--- src/rtl/timer_dev.sv ---
// Memory-mapped down-counting timer with CTRL/PRESET/COUNT registers and a level/pulse interrupt.
// Optional prescaler on CTRL[15:8] is built only when TIMER_PRESCALE_EN is defined.
module timer_dev (
   input  logic        clk,
   input  logic        reset,
   input  logic [1:0]  addr,
   input  logic        we,
   input  logic [31:0] din,
   output logic [31:0] dout,
   output logic        irq
);

   localparam logic [1:0] A_CTRL   = 2'd0;
   localparam logic [1:0] A_PRESET = 2'd1;
   localparam logic [1:0] A_COUNT  = 2'd2;
   localparam logic [1:0] MODE_AUTO = 2'b01;

   typedef enum logic [1:0] {
      S_IDLE,
      S_LOAD,
      S_CNT,
      S_INT
   } state_t;

   state_t      r_state, w_state_next;
   logic        r_en, w_en_next;
   logic [1:0]  r_mode, w_mode_next;
   logic        r_im, w_im_next;
   logic [31:0] r_preset, w_preset_next;
   logic [31:0] r_count, w_count_next;
   logic        r_pend, w_pend_next;
   logic        r_irq;

   logic        w_wr_ctrl;
   logic        w_wr_preset;
   logic        w_tick;
   logic [7:0]  w_psc_rd;

   assign w_wr_ctrl   = we && (addr == A_CTRL);
   assign w_wr_preset = we && (addr == A_PRESET);

`ifdef TIMER_PRESCALE_EN
   logic [7:0] r_psc, w_psc_next;
   logic [7:0] r_div, w_div_next;

   // A tick fires on the (P+1)-th CNT cycle; the divider idles at 0 outside CNT.
   assign w_tick   = (r_div == r_psc);
   assign w_psc_rd = r_psc;

   always_comb begin
      w_psc_next = r_psc;
      if (w_wr_ctrl) begin
         w_psc_next = din[15:8];
      end
   end

   always_comb begin
      w_div_next = 8'd0;
      if (!w_wr_ctrl && !w_wr_preset && (r_state == S_CNT) && !w_tick) begin
         w_div_next = r_div + 8'd1;
      end
   end

   always_ff @(posedge clk) begin
      if (reset) begin
         r_psc <= 8'd0;
         r_div <= 8'd0;
      end else begin
         r_psc <= w_psc_next;
         r_div <= w_div_next;
      end
   end
`else
   assign w_tick   = 1'b1;
   assign w_psc_rd = 8'd0;
`endif

   always_comb begin
      w_state_next  = r_state;
      w_en_next     = r_en;
      w_mode_next   = r_mode;
      w_im_next     = r_im;
      w_preset_next = r_preset;
      w_count_next  = r_count;
      w_pend_next   = r_pend;

      if (w_wr_ctrl || w_wr_preset) begin
         // A CPU register write preempts whatever the FSM would do this edge.
         w_state_next = S_IDLE;
         w_pend_next  = 1'b0;
         if (w_wr_ctrl) begin
            w_en_next   = din[0];
            w_mode_next = din[2:1];
            w_im_next   = din[3];
         end else begin
            w_preset_next = din;
         end
      end else begin
         case (r_state)
            S_IDLE: begin
               if (r_en) begin
                  w_state_next = S_LOAD;
               end
            end
            S_LOAD: begin
               w_count_next = r_preset;
               w_state_next = S_CNT;
            end
            S_CNT: begin
               if (!r_en) begin
                  w_state_next = S_IDLE;
               end else if (w_tick) begin
                  if (r_count == 32'd0) begin
                     w_state_next = S_INT;
                     w_pend_next  = 1'b1;
                  end else begin
                     w_count_next = r_count - 32'd1;
                  end
               end
            end
            S_INT: begin
               if (r_mode == MODE_AUTO) begin
                  w_pend_next  = 1'b0;
                  w_state_next = S_LOAD;
               end else begin
                  w_en_next    = 1'b0;
                  w_state_next = S_IDLE;
               end
            end
            default: begin
               w_state_next = S_IDLE;
            end
         endcase
      end
   end

   always_ff @(posedge clk) begin
      if (reset) begin
         r_state  <= S_IDLE;
         r_en     <= 1'b0;
         r_mode   <= 2'b00;
         r_im     <= 1'b0;
         r_preset <= 32'd0;
         r_count  <= 32'd0;
         r_pend   <= 1'b0;
         r_irq    <= 1'b0;
      end else begin
         r_state  <= w_state_next;
         r_en     <= w_en_next;
         r_mode   <= w_mode_next;
         r_im     <= w_im_next;
         r_preset <= w_preset_next;
         r_count  <= w_count_next;
         r_pend   <= w_pend_next;
         r_irq    <= w_im_next & w_pend_next;
      end
   end

   assign irq = r_irq;

   always_comb begin
      dout = 32'd0;
      case (addr)
         A_CTRL:   dout = {16'd0, w_psc_rd, 4'd0, r_im, r_mode, r_en};
         A_PRESET: dout = r_preset;
         A_COUNT:  dout = r_count;
         default:  dout = 32'd0;
      endcase
   end

endmodule

--- config.mk ---
export PLATFORM = sky130hd
export DESIGN_NAME = timer_dev
export DESIGN_NICKNAME = d
export VERILOG_FILES = /design/src/rtl/timer_dev.sv
export SDC_FILE = /design/constraint.sdc
export NUM_CORES = 1
export LEC_CHECK = 0
export CAP_MARGIN = 0
export CORE_ASPECT_RATIO = 0.8
export CORE_MARGIN = 10
export CORE_UTILIZATION = 35
export CTS_CLUSTER_DIAMETER = 120
export DETAILED_ROUTE_END_ITERATION = 16
export DONT_BUFFER_PORTS = 1
export SLEW_MARGIN = 20
export SYNTH_ARGS = -nofsm -noshare
export SYNTH_HDL_FRONTEND = slang
export SYNTH_SLANG_ARGS = --single-unit
export TNS_END_PERCENT = 10
--- constraint.sdc ---
create_clock -name clk -period 3.2 [get_ports clk]
set_clock_uncertainty 0.2 [all_clocks]
set_input_delay 0.48 -clock clk [delete_from_list [all_inputs] [get_ports clk]]
set_output_delay 0.48 -clock clk [all_outputs]
set_load 0.005 [all_outputs]
; Word-level counts from Yosys, hierarchy flattened
; Cells that the tools add are included.
[totals]
register_bits = 72
elab_cells = 58
output_inout_bits = 33
[classes]
muxes = 20
n_bitwise = 3
n_eq_ne = 12
reduce_logical = 14
addsub = 1
[ops]
columns = cell, n
row1 = 32-bit case mux with 3 select lines, 1
row2 = 32-bit two-way mux, 2
row3 = 32-bit case mux with 2 select lines, 1
row4 = 32-bit zero test, 1
row5 = 32-bit by 1-bit subtractor with 32-bit output (second input constant), 1
row6 = 1-bit two-way mux, 11
row7 = 2-bit != test (second input constant), 5
row8 = 2-bit case mux with 4 select lines, 1
row9 = 2-bit by 1-bit equality test with 1-bit output (second input constant), 3
row10 = 2-bit equality test (second input constant), 3
row11 = 2-bit two-way mux, 3
row12 = 2-bit AND reduction, 3
row13 = 2-bit zero test, 2
row14 = 4-bit AND reduction, 1
row15 = 2-bit nonzero test, 2
row16 = 3-bit != test (second input constant), 1
row17 = 3-bit AND reduction, 1
row18 = 1-bit logical AND, 2
row19 = 1-bit inverter, 2
row20 = 1-bit case mux with 2 select lines, 1
row21 = 2-bit OR reduction, 1
row22 = 1-bit AND, 1
row23 = 1-bit logical OR, 1

; Logic depth before layout (Yosys ltp)
; Gate-level depths: netlist of run 1.
[logic_depth]
depth_word = 6
depth_mapped = 10
depth_no_buf = 7

; Worst setup path after synthesis of run 1
; OpenSTA, ideal clock, no wires.
[synth_path]
kind = register -> register
from = reg r_count[0]
to = reg r_count[28]
synth_period_minus_slack_ps = 2335
arrival_ps = 2003
n_path_buf = 1
path_stages_with_launch = 9
required_time_ps = 2868
path_slack_ps = 865
cell_sequence = dfxtp_1 > inv_1 > ha_1 > nor3b_2 > and4_1 > clkbuf_2 > or4b_1 > o21ai_0 > a21oi_1
[synth_via]
elab_chain_len = 4
word_cells_on_any_way = 7
cone_classes = add/sub (1) / eq/ne (1) / mux (3) / reduce/logical (2)
[synth_rtl]
columns = element, line
row1 = from (decl), 30  ; logic [31:0] r_count, w_count_next;
row2 = from (signal assigned), 153  ; r_count <= w_count_next;
row3 = 32-bit by 1-bit subtractor with 32-bit output, 117  ; w_count_next = r_count - 32'd1;
row4 = 32-bit two-way mux, 113  ; if (r_count == 32'd0) begin
row5 = 32-bit two-way mux, 110  ; if (!r_en) begin
row6 = 32-bit case mux with 2 select lines, 99  ; case (r_state)
; Several ways; a longest one is shown, not always the timed one. The select of a mux whose other input is x is not followed.
; A chain may end at the register's enable or synchronous reset.

; Worst setup path after layout of run 1
[layout_path]
from = reg r_count[24]
to = reg r_count[16]
[layout_via]
elab_chain_len = 3
[layout_rtl]
columns = element, line
row1 = 32-bit zero test, 113
row2 = 2-bit != test (no source line), -
row3 = 4-bit AND reduction (no source line), -
; No other way between the ends.

==> results of run 1 <==
worst paths after layout:
kind,startpoint,to,cells past startpoint
worst min register to register,r_preset[11]$_SDFFE_PP0P_,r_preset[11]$_SDFFE_PP0P_,2
worst max register to register,r_count[24]$_SDFFE_PP0P_,r_count[16]$_SDFFE_PP0P_,6
worst max-delay path,r_count[24]$_SDFFE_PP0P_,r_count[16]$_SDFFE_PP0P_,6
worst min-delay path,reset,r_count[31]$_SDFFE_PP0P_,1
power by group:
part           internal [uW]  leakage (uW)  switching, uW
clock                    612      0.000147            427
sequential               916      0.000583           21.6
combinational           86.7      0.000924            184
total                   1610       0.00165            633
metrics by stage:
step / power, uW / setup WS (ps) / instance area (um^2) / instances / utilization
floorplan: 1134 / 864.6 / 4228 / 541 / -
global placement: 1197 / 573.9 / 4349 / 661 / 0.3734
detailed placement: 1200 / 527.7 / 4349 / 661 / 0.3734
CTS: 2258 / 516.0 / 4762 / 688 / 0.4088
global route: 2320 / 335.0 / 4762 / 688 / 0.4088
finish: 2247 / 506.6 / 4762 / 688 / 0.4088
critical path, delay by kind of cell (launching register included):
kind / cells / cell delay (ps)
compound gates: 2 / 270
buf+inv: 1 / 280
flops: 1 / 370
simple gates: 3 / 1490
cells in the mapped netlist (4+ instances only):
| library cell | n | share of area |
|---|---|---|
| a22o_1 | 30 | 0.062 |
| o31a_1 | 4 | 0.0083 |
| nand4_1 | 14 | 0.021 |
| a32oi_1 | 5 | 0.010 |
| a32o_1 | 7 | 0.017 |
| or3_1 | 5 | 0.0074 |
| inv_1 | 8 | 0.0071 |
| nor3_1 | 13 | 0.015 |
| nand3_1 | 17 | 0.020 |
| nor2_1 | 26 | 0.023 |
| o2bb2ai_1 | 4 | 0.0083 |
| dfxtp_1 | 72 | 0.34 |
| and3_1 | 7 | 0.010 |
| o311ai_0 | 7 | 0.015 |
| nand2_1 | 100 | 0.089 |
| nor2b_1 | 7 | 0.010 |
| a21oi_1 | 54 | 0.064 |
| o211ai_1 | 4 | 0.0071 |
| o31ai_1 | 8 | 0.014 |
| a31oi_1 | 5 | 0.0074 |
| buf_2 | 6 | 0.0071 |
| o21ai_0 | 20 | 0.024 |
| and2_1 | 5 | 0.0074 |
| ha_1 | 6 | 0.018 |
| nand2b_1 | 4 | 0.0059 |
| mux2i_1 | 6 | 0.014 |
| clkbuf_1 | 36 | 0.032 |
| nor4_1 | 4 | 0.0059 |
routing by layer:
layer	part of all wire	routed length, um	track usage	up-vias
met5	0	0	0	-
met4	0.0082	123	0.03797	0
met3	0.10	1554	0.06323	13
met2	0.40	6012	0.2306	225
met1	0.49	7252	0.2565	2073
li1	-	-	-	2006
kinds of logic after synthesis:
family	synth area share
adders and majority gates	0.01776
muxes	0.01421
and+or+nand+nor	0.2655
buffers and inverters	0.06274
AOI/OAI and AO/OA	0.2989
DFF	0.3409
final cells by class:
cell class / count / area share
clock buffer: 9 / 0.04729
clock inverter: 7 / 0.01629
inverter: 9 / 0.007094
multi-input combinational: 411 / 0.5315
sequential: 72 / 0.3027
tap: 148 / 0.03889
timing repair buffer: 32 / 0.05623
sequential cells by signal, indices dropped and copies added (netlist names):
name / cells
irq: 1
r_count: 32
r_en: 1
r_im: 1
r_mode: 2
r_pend: 1
r_preset: 32
r_state: 2
==> flow_summary.toml, run 1 <==
[critical_path]
r2r_slack_ps = 510
cpPeakStageDelay_ps = 730
setup.worst_path.end_class = "flop"
cp.arrival_ps = 2760
crit_chain = "or4_1 > nor4_4 > and3_1 > buf_4 > o311ai_0 > o21ai_0"
critical_path_class = "reg2reg"
startpoint_type = "flop"
critPathRequiredTime_ps = 3270
critical-path-slowest-cell = "or4_1"
cp_max_fo = 10

[finish]
num_antenna_cells = 0
layout_commonest_cell = "nand2_1"
num-fill-cells = 1199
area_growth_pct = 12.64
nets = 578
seq_area_um2 = 1441
drive_above_1_share = 0.09259
multi_input_area_um2 = 2531
final_cell_mix = "nand2_1, dfxtp_1, a21oi_1, a22o_1, nor2_1"

[cts]
postCtsSetupRepairBufs = 0
cts_max_level = 3
ctsResizeCount = 0
cts_sinks = 72
cts_tree = "built"
clockRootBuffer = "clkbuf_16"
clkTransAtPathRegs_ps = 60
clk_latency_ps = 350
numCtsBuffers = 9
clk_path_buf_depth = 2
cts-hold-fix-buffers = 11

[floorplan]
start_util = 0.3629
dieHeight_um = 118.3
die_x_um = 142.9
rows = 35
coreArea_um2 = 11650
io_pins = 70
die_area_um2 = 16900

[synthesis]
synth-async-reset-ratio = 0
syn_area_um2 = 4228
synth-seq-cells = 72
synthesis.nets = 584
synth.distinct_cells = 62
syn_avg_cell_area_um2 = 7.815
synth-seq-area-share = 0.3409
ys_warn_count = 0
synthCells = 541
ys.flop_type = "dfxtp_1"
synth_edf_count = 0

[routing]
wl_per_cell_um = 21.72
postRouteAntennaNets = 0
detail_route.iter0.violations = 536
vias = 4317
via_per_inst = 6.275
drt_pass1_iterations = 5
wirelength_um = 14940
drc = 0

[power_and_ir_drop]
leakage_uw = 0.001653
ir_worst_vdd_uv = 327.6
powerDensity_nw_per_um2 = 471.8

[global_route]
grt_pass1_vias = 4017
gr-total-overflow = 0
grt_max_degree = 44
grt_use_total = 0.1738
antenna_found_initial = 0
grt_pass1_wl_um = 23520

[placement]
dpl.hpwl_um = 10070
globalplace.congestion = 0.9011
io_buffers = 0

[timing]
finalHoldViolations = 0
whs_ps = 19.27
worst_pin_slew_ps = 673.3
min_period_ps = 2693
max_slew_margin = 0.5492
report.final.slew_viol_count = 0
setup_viol = 0
fin_tns_setup_ps = 0
max_freq_mhz = 371.3
fin_crit_sh = 0.8417
rsz0062_at_grt = "false"

[flow_run]
max_cap_viol_count = 0

[run_status]
outcome = "finished clean"

[min_path]
hold_path.class = "in2reg"
No activity file was read; power rests on OpenSTA's default activity.
==> run 2: changes to the inputs <==
==> constraint.sdc (replaced) <==
create_clock -name clk -period 2.7 [get_ports clk]
set_clock_uncertainty 0.2 [all_clocks]
set_input_delay 0.405 -clock clk [delete_from_list [all_inputs] [get_ports clk]]
set_output_delay 0.405 -clock clk [all_outputs]
set_load 0.005 [all_outputs]
==> run 2 against run 1 <==
Clock power increased by 25%. Routed wire length down 1.5%. Via count down 0.74%. Count of clock-buffer cells in the layout unchanged. Worst setup slack got worse by 260 ps. Register-to-register slack worse by 260 ps. Maximum frequency grew 10%. Cell count is 1.3% higher. Final area grew 2.5%. Sequential power rose by 18%. Largest power group unchanged. Highest routed layer unchanged.
==> flow_summary.toml, run 2 (synthesis results as in run 1) <==
[critical_path]
crit_chain = "inv_1 > ha_1 > nor3b_1 > and4_1 > nand3_1 > buf_4 > a32oi_1 > o32ai_2"
r2r_slack_ps = 250
startpoint_type = "flop"
path_delay_family = "simple AND/OR/NAND/NOR gates"
reg2reg_from = "r_count[0]$_SDFFE_PP0P_"
r2r-end = "r_count[0]$_SDFFE_PP0P_"
path_buf_inv = 2
critical_path_class = "reg2reg"
critical-path-slowest-cell = "and4_1"
cp.arrival_ps = 2460
ff2ff_path_depth = 8
critPathRequiredTime_ps = 2710
cp_max_fo = 8
setup.worst_path.end_class = "flop"
cpPeakStageDelay_ps = 370

[routing]
drc = 0
drt_pass1_iterations = 5
postRouteAntennaNets = 0
via_per_inst = 6.148
wl_met1_um = 6948
detail_route.iter0.violations = 407
vias = 4285
wirelength_um = 14720
wl_per_cell_um = 21.11
wl_met2_um = 6077
dr_wl_met3_um = 1512
top_layer = "met4"

[floorplan]
die_area_um2 = 16900
rows = 35
die_x_um = 142.9
coreArea_um2 = 11650
io_pins = 70
start_util = 0.3629
dieHeight_um = 118.3

[finish]
seq_area_um2 = 1441
layout_commonest_cell = "nand2_1"
nets = 588
multi_input_area_um2 = 2531
drive_above_1_share = 0.1111
num_antenna_cells = 0
reg_top3 = "r_count x32, r_preset x32"
area_growth_pct = 15.42
final_cell_mix = "nand2_1, dfxtp_1, a21oi_1, buf_4, a22o_1"
num-fill-cells = 1196

[placement]
io_buffers = 0
globalplace.congestion = 0.8856
dpl.hpwl_um = 10390
place_ws_ps = 304.9

[timing]
finalHoldViolations = 0
worst_slack_ps = 250.8
rsz0062_at_grt = "false"
report.final.slew_viol_count = 0
worst_pin_slew_ps = 563.1
setup_viol = 0
fin_tns_setup_ps = 0
max_slew_margin = 0.6242
fin_crit_sh = 0.9071
max_freq_mhz = 408.3
min_period_ps = 2449

[global_route]
antenna_found_initial = 0
gr-total-overflow = 0
grt_use_total = 0.1719
grt_max_degree = 57
grt_pass1_vias = 4100
grt_pass1_wl_um = 23600

[power_and_ir_drop]
leakage_uw = 0.001717
ir_worst_vdd_uv = 400.9
powerDensity_nw_per_um2 = 564.7

[flow_run]
max_cap_viol_count = 0

[cts]
clkTransAtPathRegs_ps = 60
cts_sinks = 72
ctsResizeCount = 0
cts_tree = "built"
clk_path_buf_depth = 2
clockRootBuffer = "clkbuf_16"
postCtsSetupRepairBufs = 0
numCtsBuffers = 9
cts_max_level = 3
clk_latency_ps = 340
cts-hold-fix-buffers = 9

[min_path]
holdPathStages = 2
hold_start = "din[26]"
hold_path.class = "in2reg"
hold_end = "r_preset[26]$_SDFFE_PP0P_"

[run_status]
outcome = "finished clean"
[run 2: routing by layer]
| layer | vias up | track usage |
|---|---|---|
| li1 | 2025 | - |
| met1 | 2031 | 0.2479 |
| met2 | 215 | 0.2393 |
| met3 | 14 | 0.05602 |
| met4 | 0 | 0.03925 |
| met5 | - | 0 |
[run 2: cell type report]
cell class                 count  share of cell area
clock buffer                   9             0.04615
clock inverter                 6             0.01897
inverter                       9            0.006923
multi-input combinational    411              0.5187
sequential                    72              0.2954
tap                          148             0.03795
timing repair buffer          42             0.07590
[run 2: per-stage QoR]
step	power (uW)	util	cells	hold WS [ps]	area (um^2)
2_1_floorplan	1344	-	541	245.0	4228
3_3_place_gp	1437	0.3815	672	256.5	4444
3_5_place_dp	1443	0.3815	672	262.5	4444
4_1_cts	2760	0.4180	696	0.02598	4870
5_1_grt	2845	0.4189	697	1.634	4880
6_report	2756	0.4189	697	3.008	4880
[run 2: how the worst max path moves through the flow]
stage / from / end / cells past startpoint
final: r_count[0]$_SDFFE_PP0P_ / r_count[0]$_SDFFE_PP0P_ / 8
after global routing: r_count[4]$_SDFFE_PP0P_ / r_count[27]$_SDFFE_PP0P_ / 6
after CTS: r_count[0]$_SDFFE_PP0P_ / r_count[10]$_SDFFE_PP0P_ / 8
after detailed placement: r_count[4]$_SDFFE_PP0P_ / r_count[23]$_SDFFE_PP0P_ / 6
after global placement: r_state[0]$_SDFFE_PP0P_ / r_count[28]$_SDFFE_PP0P_ / 8
after floorplan: r_count[0]$_SDFFE_PP0P_ / r_count[28]$_SDFFE_PP0P_ / 8
[run 2: worst register-to-register path, cell delays in order (launching register included)]
cell	delay, ps
dfxtp_1	360
inv_1	150
ha_1	160
nor3b_1	360
and4_1	370
nand3_1	150
buf_4	220
a32oi_1	250
o32ai_2	120
[run 2: power by group]
group	leakage, uW	internal (uW)	switching [uW]	total (uW)
sequential	0.000583	1090	25.3	1110
combinational	0.000985	122	222	344
clock	0.000149	810	490	1300
total	0.00172	2020	737	2760
